`src/rtl/gf180mcu_fd_sc_mcu7t5v0__oai21_bist.sv`:
```
// Built-in self test for the OAI21 cell: walks {A1,A2,B} through all eight vectors,
// compares ZN against !((A1|A2)&B) and reports a saturating error count and the first failing vector.
module gf180mcu_fd_sc_mcu7t5v0__oai21_bist #(
    parameter int SETTLE = 2,
    parameter int LOOPS  = 1,
    parameter int ERR_W  = 4
) (
    input  logic             CLK,
    input  logic             R,
    input  logic             START,
    output logic             A1,
    output logic             A2,
    output logic             B,
    input  logic             ZN,
    output logic             BUSY,
    output logic             DONE,
    output logic             PASS,
    output logic             FAIL_SEEN,
    output logic [2:0]       FAIL_VEC,
    output logic [ERR_W-1:0] ERR_CNT
);

    typedef enum logic [2:0] {
        S_IDLE,
        S_APPLY,
        S_WAIT,
        S_SAMPLE,
        S_DONE
    } state_t;

    localparam int                LOOP_W    = (LOOPS > 1) ? $clog2(LOOPS) : 1;
    localparam logic [LOOP_W-1:0] LAST_LOOP = LOOP_W'(LOOPS - 1);
    localparam logic [3:0]        WAIT_LOAD = (SETTLE > 0) ? 4'(SETTLE - 1) : 4'd0;
    localparam logic [ERR_W-1:0]  ERR_MAX   = '1;

    state_t              state_q, state_d;
    logic [2:0]          vec_q, vec_d;
    logic [LOOP_W-1:0]   loop_q, loop_d;
    logic [3:0]          wait_q, wait_d;
    logic [ERR_W-1:0]    err_q, err_d;
    logic                fseen_q, fseen_d;
    logic [2:0]          fvec_q, fvec_d;
    logic                pass_q, pass_d;

    logic last_vec;
    logic zn_exp;
    logic mismatch;

    assign last_vec = (vec_q == 3'd7) && (loop_q == LAST_LOOP);
    assign zn_exp   = !((vec_q[2] | vec_q[1]) & vec_q[0]);

    // NOTE: registers use non-blocking assignments so every flop samples the same pre-edge values.
    always_ff @(posedge CLK or posedge R) begin
        if (R) begin
            state_q <= S_IDLE;
            vec_q   <= 3'd0;
            loop_q  <= '0;
            wait_q  <= 4'd0;
            err_q   <= '0;
            fseen_q <= 1'b0;
            fvec_q  <= 3'd0;
            pass_q  <= 1'b0;
        end else begin
            state_q <= state_d;
            vec_q   <= vec_d;
            loop_q  <= loop_d;
            wait_q  <= wait_d;
            err_q   <= err_d;
            fseen_q <= fseen_d;
            fvec_q  <= fvec_d;
            pass_q  <= pass_d;
        end
    end

    // NOTE: each combinational block assigns a default to every output first, so no latch is inferred.
    always_comb begin
        state_d = state_q;
        case (state_q)
            S_IDLE:   if (START) state_d = S_APPLY;
            S_APPLY:  state_d = (SETTLE > 0) ? S_WAIT : S_SAMPLE;
            S_WAIT:   if (wait_q == 4'd0) state_d = S_SAMPLE;
            S_SAMPLE: state_d = last_vec ? S_DONE : S_APPLY;
            S_DONE:   state_d = S_IDLE;
            default:  state_d = S_IDLE;
        endcase
    end

    // Case inequality so an X or Z response is treated as a failure, not silently matched.
    always_comb begin
        vec_d    = vec_q;
        loop_d   = loop_q;
        wait_d   = wait_q;
        err_d    = err_q;
        fseen_d  = fseen_q;
        fvec_d   = fvec_q;
        pass_d   = pass_q;
        mismatch = (state_q == S_SAMPLE) && (ZN !== zn_exp);
        case (state_q)
            S_IDLE: begin
                if (START) begin
                    vec_d   = 3'd0;
                    loop_d  = '0;
                    err_d   = '0;
                    fseen_d = 1'b0;
                    fvec_d  = 3'd0;
                    pass_d  = 1'b0;
                end
            end
            S_APPLY: wait_d = WAIT_LOAD;
            S_WAIT: begin
                if (wait_q != 4'd0) wait_d = wait_q - 4'd1;
            end
            S_SAMPLE: begin
                if (mismatch) begin
                    if (err_q != ERR_MAX) err_d = err_q + ERR_W'(1);
                    if (!fseen_q) begin
                        fseen_d = 1'b1;
                        fvec_d  = vec_q;
                    end
                end
                if (last_vec) begin
                    vec_d  = 3'd0;
                    pass_d = (err_d == '0);
                end else begin
                    vec_d = vec_q + 3'd1;
                    if (vec_q == 3'd7) loop_d = loop_q + LOOP_W'(1);
                end
            end
            default: ;
        endcase
    end

    always_comb begin
        BUSY = 1'b0;
        DONE = 1'b0;
        case (state_q)
            S_APPLY, S_WAIT, S_SAMPLE: BUSY = 1'b1;
            S_DONE:                    DONE = 1'b1;
            default: ;
        endcase
    end

    assign A1        = vec_q[2];
    assign A2        = vec_q[1];
    assign B         = vec_q[0];
    assign ERR_CNT   = err_q;
    assign FAIL_SEEN = fseen_q;
    assign FAIL_VEC  = fvec_q;
    assign PASS      = pass_q;

endmodule

```
`config.mk`:
```
export PLATFORM = sky130hd
export DESIGN_NAME = gf180mcu_fd_sc_mcu7t5v0__oai21_bist
export DESIGN_NICKNAME = d
export VERILOG_FILES = /design/src/rtl/gf180mcu_fd_sc_mcu7t5v0__oai21_bist.sv
export SDC_FILE = /design/constraint.sdc
export NUM_CORES = 1
export LEC_CHECK = 0
export ABC_AREA = 1
export CAP_MARGIN = 20
export CELL_PAD_IN_SITES_DETAIL_PLACEMENT = 0
export CELL_PAD_IN_SITES_GLOBAL_PLACEMENT = 1
export CORE_ASPECT_RATIO = 1.4
export CORE_MARGIN = 5
export CORE_UTILIZATION = 34
export DETAILED_ROUTE_END_ITERATION = 10
export GPL_TIMING_DRIVEN = 0
export PLACE_DENSITY = 0.72
export RECOVER_POWER = 50
export SYNTH_ARGS = -nofsm -noshare
export SYNTH_HDL_FRONTEND = slang
export SYNTH_SLANG_ARGS = --single-unit
```
`constraint.sdc`:
```
create_clock -name CLK -period 1.3 [get_ports CLK]
set_input_delay 0.26 -clock CLK [delete_from_list [all_inputs] [get_ports CLK]]
set_output_delay 0.26 -clock CLK [all_outputs]
set_load 0.005 [all_outputs]
```
# After elaboration in Yosys (flattened, before gate mapping)

Cells that the tools add are included.
Widths: inputs -> output; s select.

Add/subtract/negate cells: 4
Equality and inequality tests: 15
Multiplexer cells: 27
Bitwise gates (word level): 3
Reduce and logical (&&, ||, !) cells: 17

Operators with widths:

| cell                | number |
|---|---|
| $mux 3              | 7 |
| $mux 4              | 5 |
| $ne 2x2->1 const B  | 8 |
| $pmux 4 s2          | 2 |
| $pmux 3 s2          | 2 |
| $pmux 3 s4          | 1 |
| $logic_not 4->1     | 2 |
| $reduce_and 4->1    | 2 |
| $mux 1              | 7 |
| $eq 3x2->1 const B  | 2 |
| $eq 3x3->1 const B  | 2 |
| $pmux 1 s2          | 3 |
| $reduce_and 2->1    | 3 |
| $reduce_and 3->1    | 2 |
| $add 4x1->4 const B | 1 |
| $ne 4x4->1 const B  | 1 |
| $reduce_bool 2->1   | 2 |
| $reduce_bool 4->1   | 1 |
| $sub 4x1->4 const B | 1 |
| $add 3x1->3 const B | 1 |
| $eq 3x1->1 const B  | 1 |
| $logic_not 3->1     | 1 |
| $reduce_or 3->1     | 1 |
| $logic_and 1x1->1   | 2 |
| other kinds (6)     | 6 |

Flip-flop bits (word level): 20
Input bits: 4
Output and inout bits: 14
Logic and storage cells: 74

# Longest topological paths before layout

Gate-level depths: netlist of run 1.

Word-level depth: 10
Mapped depth: 9
Depth with buffers taken out: 9

# Least setup slack after synthesis of run 1

OpenSTA, ideal clock, no wires.

Path type: register -> register
Start: register err_q[0], in the netlist ERR_CNT[0]
End: register pass_q, in the netlist PASS
Data arrival time: 1.250 ns
Path slack: -0.066 ns
Cell stages (with the launch flop): 8
Cells stage by stage: dfrtp_1 -> ha_1 -> nand3_1 -> and3_1 -> o21ai_1 -> nor2_1 -> nand2_1 -> nand2_1

Cells in the longest elaborated chain, start to end: 7
Elaborated cells between the ends (all ways): 8
Classes of those cells: add/sub (1); eq/ne (1); mux (5); reduce/logical (1)

RTL lines:

| what                                             | RTL line | source |
|---|---|---|
| start, declared                                  | 40       | `logic [ERR_W-1:0] err_q, err_d;` |
| start signal, assigned                           | 68       | `err_q <= err_d;` |
| $add 4x1->4 / $ne 4x4->1 (equally long branches) | 115      | `if (err_q != ERR_MAX) err_d = err_q + ERR_W'(1);` |
| $mux 4                                           | 115      |  |
| $mux 4 (*)                                       | 114      | `if (mismatch) begin` |
| $mux 4 (*)                                       | 98       | `case (state_q)` |
| $logic_not 4->1 (*)                              | 123      | `pass_d = (err_d == '0);` |
| $mux 1 (*)                                       | 121      | `if (last_vec) begin` |
| $pmux 1 s2 (*)                                   | 98       |  |
| end signal, assigned                             | 71       | `pass_q <= pass_d;` |
| end, declared                                    | 43       | `logic pass_q, pass_d;` |

Mark *: on every way between the ends. The rest lies on a longest branch, timed or not. The select of a mux whose other input is x is not followed.
A chain may end at the register's enable or synchronous reset.

# Final worst setup path of run 1

Start: register state_q[1]
End: output port DONE

Cells in the longest elaborated chain, start to end: 2

RTL lines:

| what                   | RTL line | source |
|---|---|---|
| start, declared        | 36       | `state_t state_q, state_d;` |
| start signal, assigned | 64       | `state_q <= state_d;` |
| $eq 3x3->1             | 136      | `case (state_q)` |
| $mux 1                 | 136      |  |
| end, declared          | 16       | `output logic DONE,` |

No other way between the ends.

==> results by group, run 1 <==
Global routing
  – Met3 Use GR: roughly 2.5%
  – Vias in the first global route: 1144
  – Largest net degree at the start of global routing: 21
  – Met1 Track Usage GR: roughly 15%
  – M2 GR Usage: between 20% and 30%
  – Overall routing resource usage: between 10 and 15%
  – Grt peak-use layer: met2
  – First-pass GRT wire length: 4870 um
  – Grt ovf: 0
  – Initial antenna violation count: 0

Power and ir drop
  – Overall power: between 3 and 4 mW
  – PD cells: ~2100 nW/um^2
  – Leak pwr: between 0.8 and 0.9 nW
  – Max IR drop VDD: 1.09 mV

Clock network
  – Root Driver: clkbuf_8
  – Worst-Skew Late Latency: about 0.27 ns
  – CTS tree: built
  – Bufs on Longest Clock Path: 2
  – CTS Sinks: 20
  – Clk pin slew, worst setup/hold paths: 0.09 ns
  – Inserted Clock Buffers: 3
  – Cts-stage hold buffer count: 0
  – # H-tree levels: 1

Timing
  – Setup violators final: 8
  – Tcrit/Tclk final: 107%
  – Fin. Hold Viols: 0
  – RSZ-0062 raised after global routing: true
  – Pins Over Slew Limit: 0
  – Tmin final: roughly 1.4 ns
  – Highest clock rate: 721 MHz
  – Max_slew headroom: a little under half
  – Worst Skew: ~0.0074 ns
  – Least-Margin Pin Slew: 0.800 ns
  – Fin worst setup slack: -0.0871 ns

Setup path
  – Worst setup EP type: output pin
  – Crit Path Class: flip-flop to output pin
  – Worst Setup Start Kind: flip-flop
  – CP arrival: 1.13 ns
  – WP data required: about 1.0 ns
  – CP max FO: 3
  – Critical-path top delay cell: dfrtp_1
  – Critical Path, Cell by Cell: buf_6, nor3_2, buf_2
  – CP peak stage delay: around 0.42 ns

Place
  – Placed cells: 200
  – Dpl hpwl: 1850 um
  – Routability cong.: 0.731
  – Quantity of I/O buffers inserted on ports: 17
  – Dpl ws: -0.315 ns

Layout
  – Nets: between 150 and 200
  – Fillers: ~320
  – N_diodes: 0
  – Synthesis-to-layout area growth: 50.4%
  – Share of post-route cells with drive strength above 1: 36.8%
  – Non-Filler Instances: 224
  – Post-Route Utilization: a little over half

Route
  – Drt wl/cell: 13.2 um
  – DRT iter0 DRCs: 18
  – DR vias: between 1000 and 1500
  – Post-Route WL: ~3000 um
  – Vias per Instance: roughly 5.0
  – Pre-antenna DRT Iters: 4
  – # DRC: 0
  – Number of routed nets with antenna violations: 0

Logic synthesis
  – Ys flop type: dfrtp_1
  – Yosys cell types: 23
  – Post-Synth Simple-Gate Area: between 20% and 30%
  – Mux share of post-synthesis cell area: 0%
  – Post-Synthesis Cell Area: roughly 1100 um^2
  – Asr flop ratio synth: 100%
  – Post-synth EDFFs: 0
  – Synth top area share: about 45%
  – Mapped Avg Cell Area: a little under 8 um^2
  – Register area share after synthesis: about 45%
  – Xor/xnor share of the synthesized area: less than 1%
  – Complex-gate fraction of the synthesized area: 11.0%
  – Largest family of logic cells by synthesized area: simple AND/OR/NAND/NOR gates
  – Area contributors post-synth: dfrtp_1 (45%), nand2_1 (14%), inv_1 (6.7%)
  – Number of synthesized register bits: 20
  – Top-count cell post-synth: nand2_1
  – Yosys warns: 0
  – Cell count after synthesis: 144
  – Synth cell count leaders: nand2_1 (42), dfrtp_1 (20), inv_1 (20)
  – Adder-cell share of the synthesized area: 5.61%
  – Syn_nets: about 150
  – Post-synth top area cell: dfrtp_1

Status
  – Failing checks: negative setup slack
  – Status: complete, but fails checks

Flow run
  – Maxcap violations: 0

Floorplan
  – Starting density of the core: 35.4%
  – I/O pin total: 18
  – Chip Width: around 58 um
  – Placeable Area: 3150 um^2
  – Die area: roughly 4500 um^2
  – Rows: 24
  – Die Y: 77.8 um

Worst hold path
  – Hold WC Path Type: flip-flop to flip-flop
[worst paths after layout]
kind,from,endpoint,slack [ns],cells after the start
setup / recovery,state_q[1]$_DFFE_PP0P_,DONE,-0.09,3
hold / removal,FAIL_VEC[2]$_DFFE_PP0P_,FAIL_VEC[2]$_DFFE_PP0P_,0.49,2
setup reg to reg,state_q[1]$_DFFE_PP0P_,FAIL_VEC[0]$_DFFE_PP0P_,-0.08,9
hold reg to reg,FAIL_VEC[2]$_DFFE_PP0P_,FAIL_VEC[2]$_DFFE_PP0P_,0.49,2
max in group asynchronous,R,state_q[2]$_DFFE_PP0P_,0.16,2
min in group asynchronous,R,FAIL_VEC[2]$_DFFE_PP0P_,0.58,2
[sequential cells by signal, indices dropped and copies added, names as in the netlist]
name       cells
FAIL_VEC       3
FAIL_SEEN      1
state_q        3
PASS           1
wait_q         4
ERR_CNT        4
loop_q         1
vec_q          3
[area by class of cell]
class                   instances  area, um^2  area share [%]
multi-input cells             101         649            38.7
flip-flops and latches         20         507            30.2
repair buffers                 37         303            18.0
inverters                      22        85.1            5.07
well taps                      39        48.8            2.91
clock buffers                   3        41.3            2.46
clock inverters                 1        30.0            1.79
plain buffers                   1        15.0           0.894
[where the power goes]
group | internal, mW | total [mW] | switching, mW
logic | 0.830 | 1.86 | 1.03
registers | 0.817 | 0.977 | 0.160
clock network | 0.412 | 0.645 | 0.234
total | 2.06 | 3.48 | 1.42
[cell usage in the layout (no fill, tap or decap), types with 2 or more instances in the layout]
cell type,n
nand2_1,32
buf_4,17
dfrtp_1,15
inv_1,14
nand3_1,11
dlygate4sd2_1,11
nand2_2,8
inv_2,7
o21ai_1,7
o21ai_0,7
dfrtp_2,5
nor2_1,4
a21oi_1,4
nand2_4,3
nor2_2,3
ha_1,3
clkbuf_8,3
buf_6,3
nand3_4,2
o21ai_2,2
clkdlybuf4s50_1,2
buf_2,2
[stage by stage]
stage / setup TNS, ns / area, um^2 / hold slack, ns
floorplan: 0 / 1120 / 0.224
global placement: -2.84 / 1340 / 0.460
detailed placement: -3.53 / 1340 / 0.480
CTS: -0.468 / 1550 / 0.483
global route: -1.72 / 1680 / 0.532
finish: -0.489 / 1680 / 0.493
[routing by layer]
metal	wire length (um)	vias up
met5	0	-
met4	38	0
met3	76	4
met2	1620	12
met1	1230	544
li1	-	550
[worst max-delay path, delay by kind of cell (launching register included)]
| family | cells | cell delay, ns |
|---|---|---|
| flip-flops | 1 | 0.42 |
| AND/OR/NAND/NOR | 1 | 0.16 |
| buffers and inverters | 2 | 0.27 |
[cells by family after synthesis]
logic type | count (synthesis)
AND/OR/NAND/NOR | 72
buffers and inverters | 23
flip-flops | 20
adder cells (fa/ha/maj) | 5
XOR/XNOR | 1
AO/OA/AOI/OAI | 23
[timing repair]
item / in CTS / in global routing
setup buffers: 13 / 7
setup endpoints to repair: 27 / 19
pin swaps: 3 / 11
resized for setup: 44 / 28
Note: power is estimated with default switching activity, not from simulation.
==> inputs of run 2 (changes only) <==
- CTS_CLUSTER_DIAMETER: not set -> 200
==> results of run 2 <==
Same layout as run 1: the final DEF is identical, and so are final timing and power.
